--- src/rtl/pwm_regbank.sv ---
// pwm_regbank: register bank plus NUM_CH edge-aligned PWM channels that share
// one prescaled period counter. Sits behind the SPI slave (addr/data/wr_en).
// Optional build macro PWM_SHADOW_EN: period/duty are double-buffered and only
// take effect at the period wrap, so outputs never glitch mid-period.
module pwm_regbank #(
   parameter int NUM_CH = 4
) (
   input  logic              clk,
   input  logic              rst_n,
   input  logic [7:0]        addr_i,
   input  logic [7:0]        data_wr_i,
   input  logic              wr_en_i,
   output logic [7:0]        data_rd_o,
   output logic [NUM_CH-1:0] pwm_o
);

   localparam logic [7:0] ADDR_CTRL   = 8'h00;
   localparam logic [7:0] ADDR_PRESC  = 8'h01;
   localparam logic [7:0] ADDR_PERIOD = 8'h02;
   localparam logic [7:0] ADDR_DUTY   = 8'h10;
   localparam logic [7:0] ADDR_ID     = 8'h7F;
   localparam logic [7:0] ID_VAL      = 8'hA5;
   // Only RUN and the implemented channel enables are storable in CTRL
   localparam logic [7:0] CTRL_MASK   = 8'h80 | 8'((1 << NUM_CH) - 1);

   logic                    r_wr_q;
   logic [7:0]              r_ctrl;
   logic [7:0]              r_presc;
   logic [7:0]              r_period;
   logic [NUM_CH-1:0][7:0]  r_duty;
   logic [7:0]              r_pcnt;
   logic [7:0]              r_cnt;
   logic [NUM_CH-1:0]       r_pwm;

   logic                    w_commit;
   logic                    w_run;
   logic                    w_tick;
   logic                    w_wrap;
   logic [7:0]              w_period_act;
   logic [NUM_CH-1:0][7:0]  w_duty_act;

   // wr_en_i is a level held for the whole SPI frame; commit only on its rising edge.
   // r_wr_q resets to 1 so a level already high at reset release is not taken as an edge.
   assign w_commit = wr_en_i & ~r_wr_q;
   assign w_run    = r_ctrl[7];
   assign w_tick   = w_run & (r_pcnt >= r_presc);
   // >= rather than == so a PERIOD lowered below cnt wraps at once instead of overrunning
   assign w_wrap   = w_tick & (r_cnt >= w_period_act);

   // Programmed registers and write-edge detector
   always_ff @(posedge clk or negedge rst_n) begin
      if (!rst_n) begin
         r_wr_q   <= 1'b1;
         r_ctrl   <= 8'h00;
         r_presc  <= 8'h00;
         r_period <= 8'hFF;
         r_duty   <= '0;
      end else begin
         r_wr_q <= wr_en_i;
         if (w_commit) begin
            case (addr_i)
               ADDR_CTRL:   r_ctrl   <= data_wr_i & CTRL_MASK;
               ADDR_PRESC:  r_presc  <= data_wr_i;
               ADDR_PERIOD: r_period <= data_wr_i;
               default: ;
            endcase
            for (int i = 0; i < NUM_CH; i++) begin
               if (addr_i == ADDR_DUTY + 8'(i)) r_duty[i] <= data_wr_i;
            end
         end
      end
   end

   // Readback decode from programmed (not active) values, valid same cycle
   always_comb begin
      data_rd_o = 8'h00;
      case (addr_i)
         ADDR_CTRL:   data_rd_o = r_ctrl;
         ADDR_PRESC:  data_rd_o = r_presc;
         ADDR_PERIOD: data_rd_o = r_period;
         ADDR_ID:     data_rd_o = ID_VAL;
         default: ;
      endcase
      for (int i = 0; i < NUM_CH; i++) begin
         if (addr_i == ADDR_DUTY + 8'(i)) data_rd_o = r_duty[i];
      end
   end

   // Prescaler and shared period counter; both parked at 0 while stopped
   always_ff @(posedge clk or negedge rst_n) begin
      if (!rst_n) begin
         r_pcnt <= 8'h00;
         r_cnt  <= 8'h00;
      end else if (!w_run) begin
         r_pcnt <= 8'h00;
         r_cnt  <= 8'h00;
      end else begin
         r_pcnt <= w_tick ? 8'h00 : r_pcnt + 8'd1;
         if (w_tick) r_cnt <= w_wrap ? 8'h00 : r_cnt + 8'd1;
      end
   end

`ifdef PWM_SHADOW_EN
   logic [7:0]              r_period_sh;
   logic [NUM_CH-1:0][7:0]  r_duty_sh;

   // Shadows track the programmed values while stopped, then only at the wrap tick
   always_ff @(posedge clk or negedge rst_n) begin
      if (!rst_n) begin
         r_period_sh <= 8'hFF;
         r_duty_sh   <= '0;
      end else if (!w_run || w_wrap) begin
         r_period_sh <= r_period;
         r_duty_sh   <= r_duty;
      end
   end

   assign w_period_act = r_period_sh;
   assign w_duty_act   = r_duty_sh;
`else
   assign w_period_act = r_period;
   assign w_duty_act   = r_duty;
`endif

   // Registered compare per channel; async reset forces outputs low immediately
   always_ff @(posedge clk or negedge rst_n) begin
      if (!rst_n) begin
         r_pwm <= '0;
      end else begin
         for (int i = 0; i < NUM_CH; i++) begin
            r_pwm[i] <= w_run & r_ctrl[i] & (r_cnt < w_duty_act[i]);
         end
      end
   end

   assign pwm_o = r_pwm;

endmodule

--- config.mk ---
export PLATFORM = sky130hd
export DESIGN_NAME = pwm_regbank
export DESIGN_NICKNAME = d
export VERILOG_FILES = /design/src/rtl/pwm_regbank.sv
export SDC_FILE = /design/constraint.sdc
export NUM_CORES = 1
export LEC_CHECK = 0
export ABC_AREA = 1
export CAP_MARGIN = 40
export CELL_PAD_IN_SITES_DETAIL_PLACEMENT = 0
export CELL_PAD_IN_SITES_GLOBAL_PLACEMENT = 2
export CORE_MARGIN = 4
export CORE_UTILIZATION = 38
export CTS_CLUSTER_DIAMETER = 200
export DETAILED_ROUTE_END_ITERATION = 7
export PLACE_DENSITY = 0.95
export SYNTH_ARGS = -nofsm -noshare
export SYNTH_HDL_FRONTEND = slang
export SYNTH_SLANG_ARGS = --single-unit
--- constraint.sdc ---
create_clock -name clk -period 4.25 [get_ports clk]
set_input_delay 0.6375 -clock clk [delete_from_list [all_inputs] [get_ports clk]]
set_output_delay 0.6375 -clock clk [all_outputs]
set_load 0.02 [all_outputs]
==> flow_summary.toml <==
[yosys]
mapped_cell_area_mm2 = 0.00470
synth-warning-count = 0
synth_top_cell_area_share = 0.346
synthSimpleGateAreaFrac = 0.272
synth.top_cells.by_count = "168 x sky130_fd_sc_hd__nand2_1, 84 x sky130_fd_sc_hd__inv_1, 65 x sky130_fd_sc_hd__dfrtp_1"
synthMuxAreaShare = 0
synth-edff-count = 0
postSynthCellCount = 597
synth_compound_area_frac = 0.102
synth_top_flop_cell = "sky130_fd_sc_hd__dfrtp_1"
synth.net_count = 662
synth_area_leader_cell = "sky130_fd_sc_hd__dfrtp_1"
synth-adder-area-share = 0.122
async_flop_share = 1.00
synth-xor-area-share = 0.0224
synth_seq_cells = 74
seq_area_frac_synth = 0.396
synth.most_common_cell = "sky130_fd_sc_hd__nand2_1"
synth.distinct_cells = 31
synth_top_cells_by_area = "sky130_fd_sc_hd__dfrtp_1 35%, sky130_fd_sc_hd__nand2_1 13%, sky130_fd_sc_hd__ha_1 12%"
syn_avg_cell_area_um2 = 7.88
synth_top_family_by_area = "simple AND/OR/NAND/NOR gates"

[clock_tree]
post_cts_repair_timing_setup_buffer_count = 0
clk_path_buf_depth = 2
postCtsResizedCells = 0
insertion_delay_ns = 0.34
cts_max_level = 3
cts_hold_buf = 0
clk_pin_slew_worst_paths_ns = 0.06
clock_sink_count = 74
cts_buffers = 9
clock-root-buffer = "sky130_fd_sc_hd__clkbuf_16"
tritoncts = "done"

[power_and_ir_drop]
power.net_switching_uw = 401
pwr-share-clk = 0.484
power.ir.vdd_worst_uv = 174
p_int_mw = 1.30
total_leakage_power_nw = 2.56
switching_share = 0.236
combinationalPowerShare = 0.083
power-per-cell-area_mw_per_mm2 = 309
power.sequential.fraction = 0.433
design_power_total_mw = 1.70

[global_route]
grt_pass1_vias = 3787
grt_remaining_overflow = 0
grtUsageTotal = 0.189
antenna_violations_before_repair = 0
grt_pass1_wl_mm = 20.5
pin_count_of_the_biggest_net_entering_global_routing = 58

[routing]
vias = 3915
drt-wirelength-per-cell_um = 15.6
drt_iter0_markers = 272
final_wirelength_mm = 12.6
postRouteAntennaNets = 0
count_of_tritonroute_iterations_in_the_first_routing_pass = 5
drt-vias-per-instance = 4.86
drc = 0

[setup_path]
crit_path_cell_trace = "clkdlybuf4s50_1 > nand2_2 > nor2_4 > inv_2 > nor3_1 > buf_4 > nand2_1 > nand4_1 > clkdlybuf4s50_1"
critical_path_arrival_ns = 2.75
timing.critical_path.fanout_max = 5
worst_setup_path_startpoint = "addr_i[4]"
worstPathRequired_ns = 3.61
regToRegEndpoint = "r_cnt[3]"
worst_r2r_startpoint = "r_presc[7]"
setup.reg_to_reg.worst_slack_ns = 2.25
path_class = "input port to output pin"
cp_capture_type = "output pin"
start_kind = "input port"
timing.critical_path.to = "data_rd_o[3]"
crit_path_top_delay_cell = "sky130_fd_sc_hd__clkdlybuf4s50_1"
number_of_cell_instances_on_the_worst_register_to_register_path = 10
critical_path.max_stage_delay_ns = 0.61
critPathMostFrequentCell = "sky130_fd_sc_hd__clkdlybuf4s50_1"

[final_layout]
final_nets = 698
areaGrowthSynthToFinish_pct = 17.0
antenna_cells = 0
post-route-util = 0.456
fraction_of_final_layout_cells_sized_beyond_drive_strength_1 = 0.102
post_layout_nonfiller_instances = 806

[placed_design]
dp_cells = 790
place.detailed.hpwl_mm = 9.66
finalWeightedCongestion = 0.837
port_buffers = 30
placement.setup.worst_slack_ns = 0.857

[floorplanning]
die_h_um = 119
design.portCount = 31
die_w_um = 119
rows = 40
die_area_mm2 = 0.0142
core-area_mm2 = 0.0121
floorplan.initialDensity = 0.390

[sta]
maxClockFrequency_mhz = 295
final_min_period_over_clock_period = 0.798
unrepaired_setup_endpoints_after_global_routing = "false"
timing.slew.headroom = 0.621
timing.final.setup_violations = 0
clock-skew-final_ns = 0.00666
final-max-slew-violation-count = 0
fin_tns_setup_ns = 0
min_period_ns = 3.39
final_hold_viol_count = 0
final_critical_path_setup_slack_ns = 0.860
tightest_slew_ns = 0.568

[run]
max-cap-violations = 0

[outcome]
run_status = "completed"

[hold_path]
worst_hold_path_type = "input port to asynchronous set/reset pin"
-- metal layers --
metal	vias to the layer above	track usage	wire length [µm]
li1	1997	-	-
met1	1822	0.279	6360
met2	78	0.273	5290
met3	18	0.0304	594
met4	0	0.0775	318
met5	-	0	0
-- flip-flops by register name, indices dropped and copies added, names as in the netlist --
signal	count
r_duty	32
r_ctrl	5
r_wr_q	1
r_cnt	8
pwm_o	4
r_pcnt	8
r_presc	8
r_period	8
-- worst max-delay path, delay by kind of cell --
family,cells,cell delay [ns]
simple gates,5,0.68
buf+inv,4,1.43
-- per-stage QoR --
step	instance area (µm²)	hold WS, ns
finish	5500	0.168
global route	5500	0.185
CTS	5500	0.172
detailed placement	5180	0.475
global placement	5150	0.466
floorplan	4700	0.342
-- kinds of logic after synthesis --
kind of cell             count (synthesis)
flip-flops                              74
AND/OR/NAND/NOR                        284
XOR/XNOR                                12
adder cells (fa/ha/maj)                 46
buffers and inverters                   96
AO/OA/AOI/OAI                           85
-- worst min-delay path by stage --
stage | slack (ns) | endpoint
5_1_grt | 0.19 | r_duty[11]
3_3_place_gp | 0.47 | r_presc[2]
2_1_floorplan | 0.34 | pwm_o[0]
6_report | 0.17 | r_duty[17]
4_1_cts | 0.17 | r_duty[17]
3_5_place_dp | 0.47 | r_presc[2]
-- layout make-up --
type	instances	area, µm²
clock buffer	11	243
clock inverter	5	77.6
fill	1237	6560
inverter	89	334
multi-input combinational	427	2440
sequential	74	1860
tap	168	210
timing repair buffer	32	333
-- power by group through the flow --
stage	combinational [mW]	sequential, mW	clock (mW)
after floorplan	0.0778	0.742	0
after global placement	0.136	0.747	0
after detailed placement	0.142	0.748	0
after CTS	0.143	0.735	0.840
after global routing	0.162	0.737	0.871
final	0.141	0.736	0.821
-- layout by cell type, fill, tap and decap left out, types with 2 or more instances in the layout --
| master | Yosys | layout |
|---|---|---|
| sky130_fd_sc_hd__a211oi_1 | 4 | 4 |
| sky130_fd_sc_hd__dfrtp_1 | 65 | 65 |
| sky130_fd_sc_hd__xnor2_1 | 3 | 3 |
| sky130_fd_sc_hd__buf_4 | 0 | 2 |
| sky130_fd_sc_hd__o21ai_0 | 28 | 28 |
| sky130_fd_sc_hd__clkinv_2 | 0 | 2 |
| sky130_fd_sc_hd__clkdlybuf4s50_1 | 0 | 29 |
| sky130_fd_sc_hd__o21ai_2 | 8 | 8 |
| sky130_fd_sc_hd__o21ai_1 | 23 | 23 |
| sky130_fd_sc_hd__clkbuf_16 | 0 | 9 |
| sky130_fd_sc_hd__nand3_1 | 20 | 20 |
| sky130_fd_sc_hd__nand2_2 | 8 | 8 |
| sky130_fd_sc_hd__a21oi_1 | 17 | 17 |
| sky130_fd_sc_hd__o21bai_1 | 2 | 2 |
| sky130_fd_sc_hd__nand4_1 | 20 | 20 |
| sky130_fd_sc_hd__nand2_1 | 168 | 168 |
| sky130_fd_sc_hd__nand3_2 | 2 | 2 |
| sky130_fd_sc_hd__nand2_4 | 4 | 4 |
| sky130_fd_sc_hd__nor3_1 | 5 | 5 |
| sky130_fd_sc_hd__ha_1 | 46 | 46 |
| sky130_fd_sc_hd__nor2_4 | 6 | 6 |
| sky130_fd_sc_hd__dfstp_2 | 9 | 9 |
| sky130_fd_sc_hd__inv_2 | 5 | 5 |
| sky130_fd_sc_hd__nor2_2 | 2 | 2 |
| sky130_fd_sc_hd__nor2_1 | 47 | 47 |
| sky130_fd_sc_hd__bufinv_16 | 0 | 2 |
| sky130_fd_sc_hd__inv_1 | 84 | 84 |
| sky130_fd_sc_hd__xor2_1 | 9 | 9 |
(Power assumes the default switching activity.)
==> RTL change: new RTL, same settings <==
Change the parameter `NUM_CH` from 4 to 5.
--- a/src/rtl/pwm_regbank.sv
+++ b/src/rtl/pwm_regbank.sv
@@ -3,7 +3,7 @@
 // Optional build macro PWM_SHADOW_EN: period/duty are double-buffered and only
 // take effect at the period wrap, so outputs never glitch mid-period.
 module pwm_regbank #(
-   parameter int NUM_CH = 4
+   parameter int NUM_CH = 5
 ) (
    input  logic              clk,
    input  logic              rst_n,
Interface: changed (resized pwm_o); port bits go from 31 to 32. No check against the original RTL was run, so the function may have changed too.
==> RTL change against the original RTL <==
Sequential cell count up 10; cell area rose by 12%; clock skew increased by 0.0012 ns; worst setup slack worse by 0.16 ns; routed wire length is 17% higher; synthesized area up 14%; total power is 8.6% higher; via count increased by 16%; critical endpoint is now data_rd_o[1]; largest power group unchanged.
==> RTL change: results (changes against the original RTL) <==
[logic_synthesis]
ys_seq_area_share_pct = 39.3  ; was 39.6%
syn-num-nets = 740  ; was 662
synth_area_leaders = dfrtp_1, nand2_1, ha_1  ; unchanged
synth.lib_cells_used.distinct = 35  ; was 31
synthesis.instances = 668  ; was 597
synthTopCellsByCount = nand2_1, inv_1, dfrtp_1  ; unchanged

[timing]
relSlewSlack_pct = 52.6  ; was 62.1%
fin_skew_ns = 0.00788  ; was 0.00666 ns
setup_viol = 0  ; unchanged
clock.fmax_ghz = 0.282  ; was 0.295 GHz

[critical_path]
cp.arrival_ns = 2.91  ; was 2.75 ns
path_max_fanout = 9  ; was 5

[grt]
grt_first_pass_wirelength_mm = 24.2  ; was 20.5 mm
grt_max_degree = 54  ; was 58
grt_pass1_vias = 4467  ; was 3,787
grt_util_all_layers_pct = 19.4  ; was 18.9%

[pwr]
ir_worst_vdd_mv = 0.265  ; was 0.174 mV
power_leakage_nw = 2.80  ; was 2.56 nW

[detailed_routing]
drtIter0Drc = 327  ; was 272
wl_mm = 14.8  ; was 12.6 mm
avgRoutedWirePerCell_um = 16.7  ; was 15.6 um
via_per_inst = 5.15  ; was 4.86

[cells_and_area]
drive_gt1_share_pct = 11.0  ; was 10.2%
fillCellCount = 1403  ; was 1,237
final_net_count = 770  ; was 698
largest_register_ffs = 40  ; was 32

[hold_path]
hold_path_class = in -> async  ; unchanged

[place]
hpwl_mm = 11.0  ; was 9.66 mm
port_buffers = 31  ; was 30
place_congestion = 0.886  ; was 0.837
dp_cells = 867  ; was 790
dpl_cell_area_mm2 = 0.00583  ; was 0.00518 mm^2

[status]
status = complete, no violations  ; unchanged

[clock_tree]
cts-root-buf = clkbuf_16  ; unchanged

==> RTL change: cell types whose count changed after synthesis, moves of 7 or more <==
cell     change
nand3_1     +10
o21ai_0     -21
nand2_1      +9
o21ai_1     +23
dfrtp_1     +10
o21ai_2      +8
ha_1         +7
a21oi_1     +11
==> RTL change: layer usage <==
layer | GRT usage [%] | wire length [um]
met1 | 26.3 | 6670
met2 | 31.3 | 6950
met3 | 3.93 | 788
met4 | 6.12 | 343
met5 | 0 | 0
==> RTL change: final cells by class <==
type / count / area, um^2 / share of cell area [%]
inverter: 93 / 350 / 5.70
multi-input combinational: 477 / 2820 / 45.9
tap: 180 / 225 / 3.66
clock inverter: 4 / 72.6 / 1.18
sequential: 84 / 2110 / 34.4
clock buffer: 12 / 246 / 4.01
timing repair buffer: 33 / 323 / 5.25
==> RTL change: where the power goes <==
group / internal (W) / switching [W]
logic: 0.0000498 / 0.000108
clock network: 0.000530 / 0.000322
registers: 0.000819 / 0.0000158
total: 0.00140 / 0.000446
==> RTL change: stage by stage <==
step / hold slack [ns] / util [%] / setup WS [ns]
after floorplan: 0.342 / - / 2.00
after global placement: 0.465 / 42.0 / 0.738
after detailed placement: 0.470 / 42.0 / 0.721
after CTS: 0.362 / 44.3 / 0.712
after global routing: 0.400 / 44.3 / 0.532
final: 0.341 / 44.3 / 0.700
==> RTL change: path summary, 6_finish.rpt <==
path / slack (ns) / from / end / cells after the start
max in group asynchronous: 2.99 / rst_n / r_period[4] / 2
worst min register to register: 0.49 / r_duty[24] / r_duty[24] / 2
worst max-delay path: 0.70 / addr_i[0] / data_rd_o[1] / 9
min in group clk: 0.49 / r_duty[24] / r_duty[24] / 2
worst max register to register: 2.25 / r_presc[7] / r_cnt[7] / 10
worst min-delay path: 0.34 / rst_n / r_duty[15] / 1
==> RTL change: logic make-up (layout without fill, tap and decap cells) <==
logic type	Yosys count	after routing	synth area share, %
AO/OA/AOI/OAI	109	109	11.9
flip-flops	84	84	39.3
buffers and inverters	107	142	8.28
XOR/XNOR	12	12	1.95
adder cells (fa/ha/maj)	53	53	12.3
AND/OR/NAND/NOR	303	303	26.2
==> RTL change: worst max-delay path, cell delays in order <==
cell and delay [ns]:
clkdlybuf4s50_1 0.70, inv_2 0.06, nand2_1 0.14, nor2_4 0.10
nand3_1 0.09, nand3_1 0.08, nor3_1 0.34, nand4_1 0.18
clkdlybuf4s50_1 0.58
